[config.mk]
export PLATFORM = sky130hd
export DESIGN_NAME = pipeline_hazard_ctrl
export DESIGN_NICKNAME = d
export VERILOG_FILES = /design/src/rtl/pipe_ctrl_pkg.sv /design/src/rtl/pipe_fwd_unit.sv /design/src/rtl/pipeline_hazard_ctrl.sv
export SDC_FILE = /design/constraint.sdc
export NUM_CORES = 1
export LEC_CHECK = 0
export CORE_ASPECT_RATIO = 0.7
export CORE_MARGIN = 2
export CORE_UTILIZATION = 45
export DETAILED_ROUTE_END_ITERATION = 6
export PLACE_DENSITY = 0.75
export SETUP_SLACK_MARGIN = 0.05
export SYNTH_ARGS = -nofsm -noshare
export SYNTH_HDL_FRONTEND = slang
export SYNTH_SLANG_ARGS = --single-unit
[constraint.sdc]
create_clock -name clk -period 2.6 [get_ports clk]
set_input_delay 0.39 -clock clk [delete_from_list [all_inputs] [get_ports clk]]
set_output_delay 0.39 -clock clk [all_outputs]
set_load 0.05 [all_outputs]
[src/rtl/pipe_ctrl_pkg.sv]
// Shared types and constants for the pipeline hazard controller: FSM states,
// forwarding-select encodings and the forwarding decision helper.
package pipe_ctrl_pkg;

  typedef enum logic [1:0] {
    RUN      = 2'b00,
    MEM_WAIT = 2'b01,
    HALT     = 2'b10
  } state_e;

  localparam logic [1:0] FWD_RF  = 2'b00;
  localparam logic [1:0] FWD_WB  = 2'b01;
  localparam logic [1:0] FWD_MEM = 2'b10;

  localparam int WAIT_W = 16;

  // MEM wins over WB because it holds the younger result; r0 is hardwired zero.
  function automatic logic [1:0] fwd_select(
    input logic [4:0] src,
    input logic [4:0] mem_rd,
    input logic       mem_reg_write,
    input logic [4:0] wb_rd,
    input logic       wb_reg_write
  );
    if (mem_reg_write && (mem_rd != 5'd0) && (mem_rd == src)) begin
      return FWD_MEM;
    end
    if (wb_reg_write && (wb_rd != 5'd0) && (wb_rd == src)) begin
      return FWD_WB;
    end
    return FWD_RF;
  endfunction

endpackage

[src/rtl/pipe_fwd_unit.sv]
// Combinational EX-operand forwarding select for both ALU operands.
module pipe_fwd_unit
  import pipe_ctrl_pkg::*;
(
  input  logic [4:0] ex_rs,
  input  logic [4:0] ex_rt,
  input  logic [4:0] mem_rd,
  input  logic       mem_reg_write,
  input  logic [4:0] wb_rd,
  input  logic       wb_reg_write,
  output logic [1:0] fwd_a,
  output logic [1:0] fwd_b
);

  assign fwd_a = fwd_select(ex_rs, mem_rd, mem_reg_write, wb_rd, wb_reg_write);
  assign fwd_b = fwd_select(ex_rt, mem_rd, mem_reg_write, wb_rd, wb_reg_write);

endmodule

[src/rtl/pipeline_hazard_ctrl.sv]
// Stall/flush/forwarding controller for the 5-stage pipeline: load-use stalls,
// ID branch flushes, data-memory wait freeze with timeout, and perf counters.
module pipeline_hazard_ctrl
  import pipe_ctrl_pkg::*;
#(
  parameter int MAX_WAIT = 16,
  parameter int CNT_W    = 32
) (
  input  logic             clk,
  input  logic             reset,
  input  logic [4:0]       id_rs,
  input  logic [4:0]       id_rt,
  input  logic             id_uses_rs,
  input  logic             id_uses_rt,
  input  logic             id_branch_taken,
  input  logic [4:0]       ex_rs,
  input  logic [4:0]       ex_rt,
  input  logic [4:0]       ex_rd,
  input  logic             ex_mem_read,
  input  logic [4:0]       mem_rd,
  input  logic [4:0]       wb_rd,
  input  logic             mem_reg_write,
  input  logic             wb_reg_write,
  input  logic             mem_req,
  input  logic             mem_ready,
  output logic             pc_en,
  output logic             if2id_en,
  output logic             id2ex_en,
  output logic             ex2mem_en,
  output logic             if2id_flush,
  output logic             id2ex_bubble,
  output logic             mem2wb_bubble,
  output logic [1:0]       fwd_a,
  output logic [1:0]       fwd_b,
  output logic             halted,
  output logic             mem_err,
  output logic [CNT_W-1:0] stall_cycles,
  output logic [CNT_W-1:0] flush_count
);

  state_e              state_q, state_d;
  logic [WAIT_W-1:0]   wait_cnt_q, wait_cnt_d;
  logic                mem_err_q, mem_err_d;
  logic [CNT_W-1:0]    stall_q, stall_d;
  logic [CNT_W-1:0]    flush_q, flush_d;

  logic freeze;
  logic load_use;

  assign freeze   = mem_req & ~mem_ready;
  assign load_use = ex_mem_read && (ex_rd != 5'd0) &&
                    ((id_uses_rs && (id_rs == ex_rd)) ||
                     (id_uses_rt && (id_rt == ex_rd)));

  pipe_fwd_unit u_fwd (
    .ex_rs         (ex_rs),
    .ex_rt         (ex_rt),
    .mem_rd        (mem_rd),
    .mem_reg_write (mem_reg_write),
    .wb_rd         (wb_rd),
    .wb_reg_write  (wb_reg_write),
    .fwd_a         (fwd_a),
    .fwd_b         (fwd_b)
  );

  // Mealy control: priority HALT > freeze > load_use > branch.
  always_comb begin
    // NOTE: every output gets a default first so no path leaves one unassigned and infers a latch.
    pc_en         = 1'b1;
    if2id_en      = 1'b1;
    id2ex_en      = 1'b1;
    ex2mem_en     = 1'b1;
    if2id_flush   = 1'b0;
    id2ex_bubble  = 1'b0;
    mem2wb_bubble = 1'b0;

    if (state_q == HALT) begin
      pc_en     = 1'b0;
      if2id_en  = 1'b0;
      id2ex_en  = 1'b0;
      ex2mem_en = 1'b0;
    end else if (freeze) begin
      pc_en         = 1'b0;
      if2id_en      = 1'b0;
      id2ex_en      = 1'b0;
      ex2mem_en     = 1'b0;
      mem2wb_bubble = 1'b1;
    end else if (load_use) begin
      pc_en        = 1'b0;
      if2id_en     = 1'b0;
      id2ex_bubble = 1'b1;
    end else if (id_branch_taken) begin
      if2id_flush = 1'b1;
    end
  end

  always_comb begin
    state_d    = state_q;
    wait_cnt_d = wait_cnt_q;
    mem_err_d  = mem_err_q;

    unique case (state_q)
      RUN: begin
        if (freeze) begin
          state_d    = MEM_WAIT;
          wait_cnt_d = WAIT_W'(1);
        end
      end
      MEM_WAIT: begin
        if (mem_ready) begin
          state_d = RUN;
        end else if (freeze) begin
          if (wait_cnt_q == WAIT_W'(MAX_WAIT)) begin
            state_d   = HALT;
            mem_err_d = 1'b1;
          end else begin
            wait_cnt_d = wait_cnt_q + WAIT_W'(1);
          end
        end
      end
      HALT: begin
        state_d = HALT;
      end
      default: begin
        state_d = RUN;
      end
    endcase
  end

  // Stall cycles exclude HALT; both counters stick at all-ones.
  always_comb begin
    stall_d = stall_q;
    flush_d = flush_q;
    if ((state_q != HALT) && !pc_en && (stall_q != {CNT_W{1'b1}})) begin
      stall_d = stall_q + CNT_W'(1);
    end
    if (if2id_flush && (flush_q != {CNT_W{1'b1}})) begin
      flush_d = flush_q + CNT_W'(1);
    end
  end

  always_ff @(posedge clk) begin
    // NOTE: non-blocking assignments make every register sample the pre-edge values.
    if (reset) begin
      state_q    <= RUN;
      wait_cnt_q <= '0;
      mem_err_q  <= 1'b0;
      stall_q    <= '0;
      flush_q    <= '0;
    end else begin
      state_q    <= state_d;
      wait_cnt_q <= wait_cnt_d;
      mem_err_q  <= mem_err_d;
      stall_q    <= stall_d;
      flush_q    <= flush_d;
    end
  end

  assign halted       = (state_q == HALT);
  assign mem_err      = mem_err_q;
  assign stall_cycles = stall_q;
  assign flush_count  = flush_q;

endmodule

### After elaboration in Yosys (flattened, before gate mapping)

Cells that the tools add are included.

* bits in registers: 83
* bits in latches: 0
* bits in writable memories: 0
* ROM bits: 0
* input bits: 45
* output and inout port bits: 77
* logic and storage cells: 89
* memories: 0

* $add $sub $neg: 3
* multipliers: 0
* div/mod/pow operators: 0
* order comparisons: 0
* equality and inequality tests: 18
* shift operators: 0
* muxes and demuxes: 38
* bitwise logic cells: 2
* reduce and logical (&&, ||, !) cells: 23

Operators by type and width (number)
* $add 32x1->32 const B: 2
* $mux 16: 4
* $ne 32x32->1 const B: 2
* $pmux 16 s2: 1
* $eq 5x5->1: 6
* $mux 2: 12
* $mux 1: 20
* $add 16x1->16 const B: 1
* $eq 16x5->1 const B: 1
* $reduce_bool 5->1: 3
* $logic_and 1x1->1: 13
* $ne 2x2->1 const B: 5
* $ne 3x3->1 const B: 2
* $pmux 2 s3: 1
* $reduce_and 5->1: 1
* $reduce_and 4->1: 1
* $reduce_and 3->1: 1
* $eq 2x1->1 const B: 1
* $eq 2x2->1 const B: 1
* $logic_not 2->1: 1
* $reduce_bool 2->1: 1
* $and 1x1->1: 1
* $logic_not 1->1: 1
* $logic_or 1x1->1: 1
* $not 1->1: 1

### Longest topological paths before layout

Gate-level depths: netlist of the first run.

* depth after elaboration: 10
* mapped depth: 9
* mapped depth without buffers: 8

### By module

A second synthesis of the first run with hierarchy kept.

* cells, all modules: 577
* area total of the unflattened synthesis: 4678.2 µm²

Modules (own cells, without submodules)
* pipeline_hazard_ctrl: instances 1, cells an instance 543, area an instance 4408.0 µm², sequential area each 1661.6 µm²
* pipe_fwd_unit: instances 1, cells an instance 34, area an instance 270.3 µm², sequential area each 0.0 µm²

### Worst setup path after synthesis of the first run

No wires, ideal clock.

* kind: input to output
* start point: input mem_rd[1]
* end point: output fwd_a[0]
* data arrival time: 2967 ps
* data required time: 2210 ps
* path slack: -757 ps
* stages on the path: 4
* path buffers: 0
* cell sequence: or4_1 o21ai_0 nor4_1 nor4_1

* word-level cells in the longest chain between the ends: 5
* elaborated cells on any way between the ends: 6
* those cells by class: 1 x eq/ne; 2 x mux; 3 x reduce/logical

Ends and longest elaborated chain
* start, declared: line pipeline_hazard_ctrl.sv:20 `input logic [4:0] mem_rd,`
* $reduce_bool 5->1: line pipe_ctrl_pkg.sv:25 `if (mem_reg_write && (mem_rd != 5'd0) && (mem_rd == src)) begin`
* $logic_and 1x1->1: line pipe_ctrl_pkg.sv:25
* $logic_and 1x1->1 *: line pipe_ctrl_pkg.sv:25
* $mux 1 *: line pipe_ctrl_pkg.sv:25
* $mux 2 *: line pipe_ctrl_pkg.sv:28 `if (wb_reg_write && (wb_rd != 5'd0) && (wb_rd == src)) begin`
* end, declared: line pipeline_hazard_ctrl.sv:33 `output logic [1:0] fwd_a,`

Every way passes the cells marked *; elsewhere a longest branch is shown, timed or not.

### Final worst setup path of the first run

* start point: input ex_rt[1]
* end point: output fwd_b[0]

* word-level cells in the longest chain between the ends: 6
* elaborated cells on any way between the ends: 10
* those cells by class: 2 x eq/ne; 6 x mux; 2 x reduce/logical

Ends and longest elaborated chain
* start, declared: line pipeline_hazard_ctrl.sv:17 `input logic [4:0] ex_rt,`
* $eq 5x5->1: line pipe_ctrl_pkg.sv:28
* $logic_and 1x1->1: line pipe_ctrl_pkg.sv:28
* $mux 1 (2 in a row): line pipe_ctrl_pkg.sv:28
* $mux 2: line pipe_ctrl_pkg.sv:31 `return FWD_RF;`
* $mux 2 *: line pipe_ctrl_pkg.sv:28
* end, declared: line pipeline_hazard_ctrl.sv:34 `output logic [1:0] fwd_b,`

Every way passes the cells marked *; elsewhere a longest branch is shown, timed or not. The select of a mux whose other input is x is not followed.

==> results of run 1 <==
==> registers in the layout, indices dropped and copies added, names as in the netlist <==
signal and flops:
mem_err 1, state_q 2, stall_cycles 32, flush_count 32, wait_cnt_q 16
==> cell families after synthesis <==
kind of cell | share of synthesized area, %
muxes | 2.21
buffers and inverters | 3.78
adders and majority gates | 1.10
and+or+nand+nor | 32.5
AOI/OAI and AO/OA | 15.3
xor gates and xnor gates | 8.50
DFF | 36.7
==> cell usage after synthesis (2+ instances only) <==
cell,number
buf_2,4
nand4_1,30
nor3_1,9
nor2_1,36
and4_1,6
nor2b_1,10
dfxtp_1,83
clkbuf_1,14
nor4_1,13
nand4_2,2
or4_1,23
o21ai_0,44
xor2_1,20
nor4b_1,5
or3_1,40
nand2b_1,3
buf_1,2
buf_4,2
and3_1,10
or3_2,3
xnor2_1,24
a21oi_1,58
mux2_2,8
ha_1,4
nand2_1,32
nand3_1,27
inv_1,16
o31ai_1,15
==> cell type report <==
type                       instances  share of cell area (%)
clock buffer                      10                    3.47
multi-input combinational        438                    42.0
sequential                        83                    25.4
timing repair buffer             165                    24.5
clock inverter                     6                    1.35
tap                              128                    2.43
inverter                          16                   0.910
==> worst paths after layout <==
kind                                        end  slack [ns]  cells past startpoint
worst max-delay path                   fwd_b[0]         0.1                      5
worst min-delay path                 state_q[0]        0.46                      1
worst max register to register  flush_count[22]        0.15                      8
worst min register to register       state_q[0]        0.46                      1
==> worst max-delay path, stage by stage <==
cell,delay (ns)
clkdlybuf4s50_1,0.48
xor2_1,0.17
or4_4,0.54
nor4_4,0.35
buf_12,0.18
==> power by group <==
group          switching (mW)  total (mW)  internal (mW)
Sequential            0.00898        1.29           1.28
Combinational           0.180       0.345          0.164
Clock                   0.526        1.37          0.843
Total                   0.715        3.00           2.29
==> timing repair <==
action / 4_1_cts / 5_1_grt
endpoints found under the setup margin: 5 / 15
hold buffers: 0 / 0
pin swaps: 4 / 5
cloned: 0 / 0
gates resized for setup: 7 / 11
==> cell usage in the layout, fill, tap and decap left out, types with 4 or more instances in the layout <==
cell type	instances
and3_1	10
nand3_1	27
dlymetal6s2s_1	5
mux2_2	8
nor2b_1	10
or3_1	40
xnor2_1	24
clkbuf_16	9
nor4_1	8
buf_4	47
o31ai_1	15
inv_1	16
nor3_1	9
and4_1	6
dlygate4sd2_1	6
clkdlybuf4s50_1	98
or4_1	21
buf_12	8
nor2_1	33
ha_1	4
nor4b_1	5
a21oi_1	58
nand2_1	32
nand4_1	30
xor2_1	20
o21ai_0	42
dfxtp_2	14
dfxtp_1	69
==> metrics by stage <==
step / hold slack [ns] / power [mW] / cells / instance area [sq um]
floorplan: 0.414 / 1.47 / 561 / 4590
global placement: 0.429 / 1.65 / 830 / 6260
detailed placement: 0.450 / 1.66 / 830 / 6260
CTS: 0.458 / 3.01 / 846 / 6570
global route: 0.467 / 3.09 / 846 / 6600
finish: 0.455 / 3.00 / 846 / 6600
==> per-layer routing <==
layer	GRT usage (%)	wire, um	vias to the layer above
met5	0	0	-
met4	8.27	234	0
met3	5.53	668	25
met2	41.6	6610	150
met1	33.6	6120	2393
li1	-	-	2389
==> results.cfg, run 1 <==
[global_route]
grt_pass1_vias = 4659
antenna_found_initial = 0
grt_start_max_net_pins = 40
grt_pass1_wl_um = 22000
track_usage_pct = 25.4
overflow = 0

[logic_synthesis]
syn_inst = 561
synth_area_leaders = dfxtp_1 37%, a21oi_1 6.4%, or3_1 5.5%
syn_nets = 610
synth_edf_count = 0
synth_ff_type = dfxtp_1
synth_area_sq_um = 4530
ys_warn_count = 0
ys_ff_latch = 83
yosysSeqAreaShare_pct = 36.7
synthDominantAreaCellType = dfxtp_1
ys_types = 46
postSynth.asyncResetShare_pct = 0
yosysTopAreaCellShare_pct = 36.7
syn_area_per_cell_sq_um = 8.08

[hold_path]
hp-class = reg -> reg
min_from = state_q[1]

[clock_tree]
clk_path_buf_depth = 2
insertion_delay_ns = 0.34
clock-sinks = 83
h-tree-depth = 3
clockRootBuffer = clkbuf_16
numCtsBuffers = 9
cts_tree = done
cts.clk_slew.worst_paths_ns = 0.06
cts_setup_buffers = 0

[critical_path]
arrival_ns = 2.11
startpoint_type = input port
endpoint_kind = output pin
rr_startpoint = flush_count[0]
critPathKind = in -> out
cp.required_ns = 2.21
cp_max_fo = 2
crit_start = ex_rt[1]

[sta]
timing.fmax_mhz = 400
setup_ws_ns = 0.0996
tightest_slew_ns = 0.784
clock_skew_ns = 0.00480
finalSetupViolations = 0
setup_tns_ns = 0
rsz0062_at_grt = yes
hold_viol_final = 0
finalMaxSlewViolations = 0
period_minus_slack_ns = 2.50
slew_headroom_pct = 47.7
period_share_pct = 96.2

[floorplanning]
io_pins = 122
die_w_um = 124
dieArea_sq_um = 10900
die_y_um = 88.0
start_util_pct = 46.4
coreArea_sq_um = 9760
rows = 30

[detailed_routing]
drtAntennaViolNets = 0
avgViaCountPerCell = 5.86
routed_wl_um = 13600
drt_iter0_markers = 335
num_vias = 4957
first_pass_iters = 5
drc = 0
post_drt_wl_per_cell_um = 16.1

[cells_and_area]
syn_to_final_growth_pct = 45.6
fin_util_pct = 67.6
drive_above_1_share_pct = 15.9
num_antenna_cells = 0
regArea_sq_um = 1680
final_nets = 762
fillers = 815
multi_input_area_sq_um = 2770

[status]
outcome = finished clean

[power]
power_density_nw_per_um2 = 455
p_leak_nw = 2.22
peakVddDrop_mv = 0.387

[placed_design]
gp_congestion = 0.849
dpl_worst_slack_ns = -0.203
dp_hpwl_um = 10200
portBuffers = 121

[job]
drv_cap = 0
No activity file was read; power rests on OpenSTA's default activity.
==> run 2: changes to the inputs <==
--- a/config.mk
+++ b/config.mk
@@ -8,6 +8,7 @@
 export CORE_ASPECT_RATIO = 0.7
 export CORE_MARGIN = 2
 export CORE_UTILIZATION = 45
+export CTS_CLUSTER_DIAMETER = 200
 export DETAILED_ROUTE_END_ITERATION = 6
 export PLACE_DENSITY = 0.75
 export SETUP_SLACK_MARGIN = 0.05
==> results of run 2 <==
The final DEF is identical to that of run 1; final timing and power are the same.
==> run 3: changes to the inputs <==
--- a/config.mk
+++ b/config.mk
@@ -11,6 +11,7 @@
 export CTS_CLUSTER_DIAMETER = 200
 export DETAILED_ROUTE_END_ITERATION = 6
 export PLACE_DENSITY = 0.75
+export RECOVER_POWER = 100
 export SETUP_SLACK_MARGIN = 0.05
 export SYNTH_ARGS = -nofsm -noshare
 export SYNTH_HDL_FRONTEND = slang
==> results.cfg, run 3 (synthesis results as in run 1) <==
[status]
outcome = finished clean

[sta]
tightest_slew_ns = 0.795
clock_skew_ns = 0.00459
finalHoldWorstSlack_ns = 0.453
finalMaxSlewViolations = 0
slew_headroom_pct = 47.0
timing.fmax_mhz = 400
setup_tns_ns = 0
rsz0062_at_grt = yes
period_minus_slack_ns = 2.50
hold_viol_final = 0
finalSetupViolations = 0
period_share_pct = 96.2

[power]
pwr-share-comb_pct = 11.1
switchingPower_mw = 0.715
power_density_nw_per_um2 = 458
internal_power_mw = 2.27
peakVddDrop_mv = 0.385
p_leak_nw = 2.41
pwr-share-clk_pct = 45.8
p_total_mw = 2.99
switching_share_pct = 23.9
pwr-share-seq_pct = 43.0

[critical_path]
critPathKind = in -> out
startpoint_type = input port
rr_startpoint = flush_count[0]
r2r_end = flush_count[4]
rrSetupSlack_ns = 0.12
arrival_ns = 2.11
cp_max_fo = 2
rr_worst_depth = 8
endpoint_kind = output pin
cp.required_ns = 2.21

[floorplanning]
rows = 30
die_y_um = 88.0
coreArea_sq_um = 9760
dieArea_sq_um = 10900
io_pins = 122
start_util_pct = 46.4
die_w_um = 124

[global_route]
track_usage_pct = 25.4
overflow = 0
grt_pass1_vias = 4659
grt_pass1_wl_um = 22000
antenna_found_initial = 0
grt_start_max_net_pins = 40

[placed_design]
dp_hpwl_um = 10200
dp.cells = 830
gp_congestion = 0.849
portBuffers = 121
dpl_cell_area_sq_um = 6260

[clock_tree]
cts.clk_slew.worst_paths_ns = 0.06
cts_tree = done
h-tree-depth = 3
clk_path_buf_depth = 2
clockRootBuffer = clkbuf_16
numCtsBuffers = 9
clock-sinks = 83
cts_hold_buf = 0
insertion_delay_ns = 0.34

[cells_and_area]
instances_no_fill = 846
multi_input_area_sq_um = 2770
final_common_cell = dfxtp_1
drive_above_1_share_pct = 14.2
num_antenna_cells = 0
final_nets = 762
mostFrequentLayoutCells = 69 x dfxtp_1, 66 x dlygate4sd3_1, 58 x a21oi_1
fillers = 833
postLayoutCellArea_sq_um = 6530
syn_to_final_growth_pct = 44.1
regArea_sq_um = 1680

[detailed_routing]
drt_iter0_markers = 326
first_pass_iters = 5
drtAntennaViolNets = 0
routed_wl_um = 13600
drc = 0
post_drt_wl_per_cell_um = 16.1
avgViaCountPerCell = 5.80
num_vias = 4910

[job]
drv_cap = 0

[hold_path]
hold_depth = 2
worstHoldEndpoint = mem_err
hp-class = reg -> reg
min_from = mem_err
[run 3: cell types whose count changed in the layout (fill, tap and decap cells not counted), sizes merged]
cell,before,now
buf,56,35
clkbuf,10,31
clkdlybuf4s50,98,32
dlygate4sd3,0,66
[run 3: power groups by stage]
stage / registers (mW) / clock network (mW) / logic, mW
CTS: 1.29 / 1.38 / 0.343
detailed placement: 1.32 / 0 / 0.345
global route: 1.29 / 1.44 / 0.355
floorplan: 1.33 / 0 / 0.146
finish: 1.29 / 1.37 / 0.333
global placement: 1.32 / 0 / 0.333
[run 3: layer usage]
layer / track usage, % / wire length, um / share of wire, %
met3: 5.53 / 656 / 4.8
met5: 0 / 0 / 0
met2: 41.6 / 6580 / 48
met1: 33.6 / 6140 / 45
met4: 8.27 / 212 / 1.6
[run 3: worst max-delay path, cell delays in order]
cell and delay [ns]:
clkdlybuf4s50_1 0.48, xor2_1 0.17, or4_4 0.54, nor4_4 0.35, buf_12 0.18
[run 3: area by class of cell]
type / instances / area share [%]
multi-input combinational: 438 / 42.4
timing repair buffer: 165 / 23.7
clock buffer: 10 / 3.51
sequential: 83 / 25.7
tap: 128 / 2.45
clock inverter: 6 / 1.36
inverter: 16 / 0.920
[run 3: worst max-delay path by stage]
stage               slack, ns              from  cells past startpoint               end
floorplan                0.05  stall_cycles[12]                      7  stall_cycles[31]
global placement        -0.15          ex_rd[1]                      8    flush_count[6]
detailed placement      -0.20          ex_rd[1]                      8  stall_cycles[27]
CTS                      0.07         mem_rd[4]                      7          fwd_b[0]
global route             0.03    flush_count[0]                      8    flush_count[4]
finish                    0.1          ex_rt[1]                      5          fwd_b[0]
[run 3: through the flow]
step	worst slack, ns	util (%)
2_1_floorplan	0.0529	-
3_3_place_gp	-0.154	64.1
3_5_place_dp	-0.203	64.1
4_1_cts	0.0710	67.3
5_1_grt	0.0318	66.9
6_report	0.0996	66.9
[run 3: timing repair]
| item | in CTS | in global routing |
|---|---|---|
| endpoints found under the hold margin | 0 | 0 |
| gates cloned | 0 | 0 |
| setup endpoints to repair | 5 | 15 |
| pin swaps | 4 | 5 |
| buffers inserted | 0 | 0 |
| gates resized for setup | 7 | 11 |
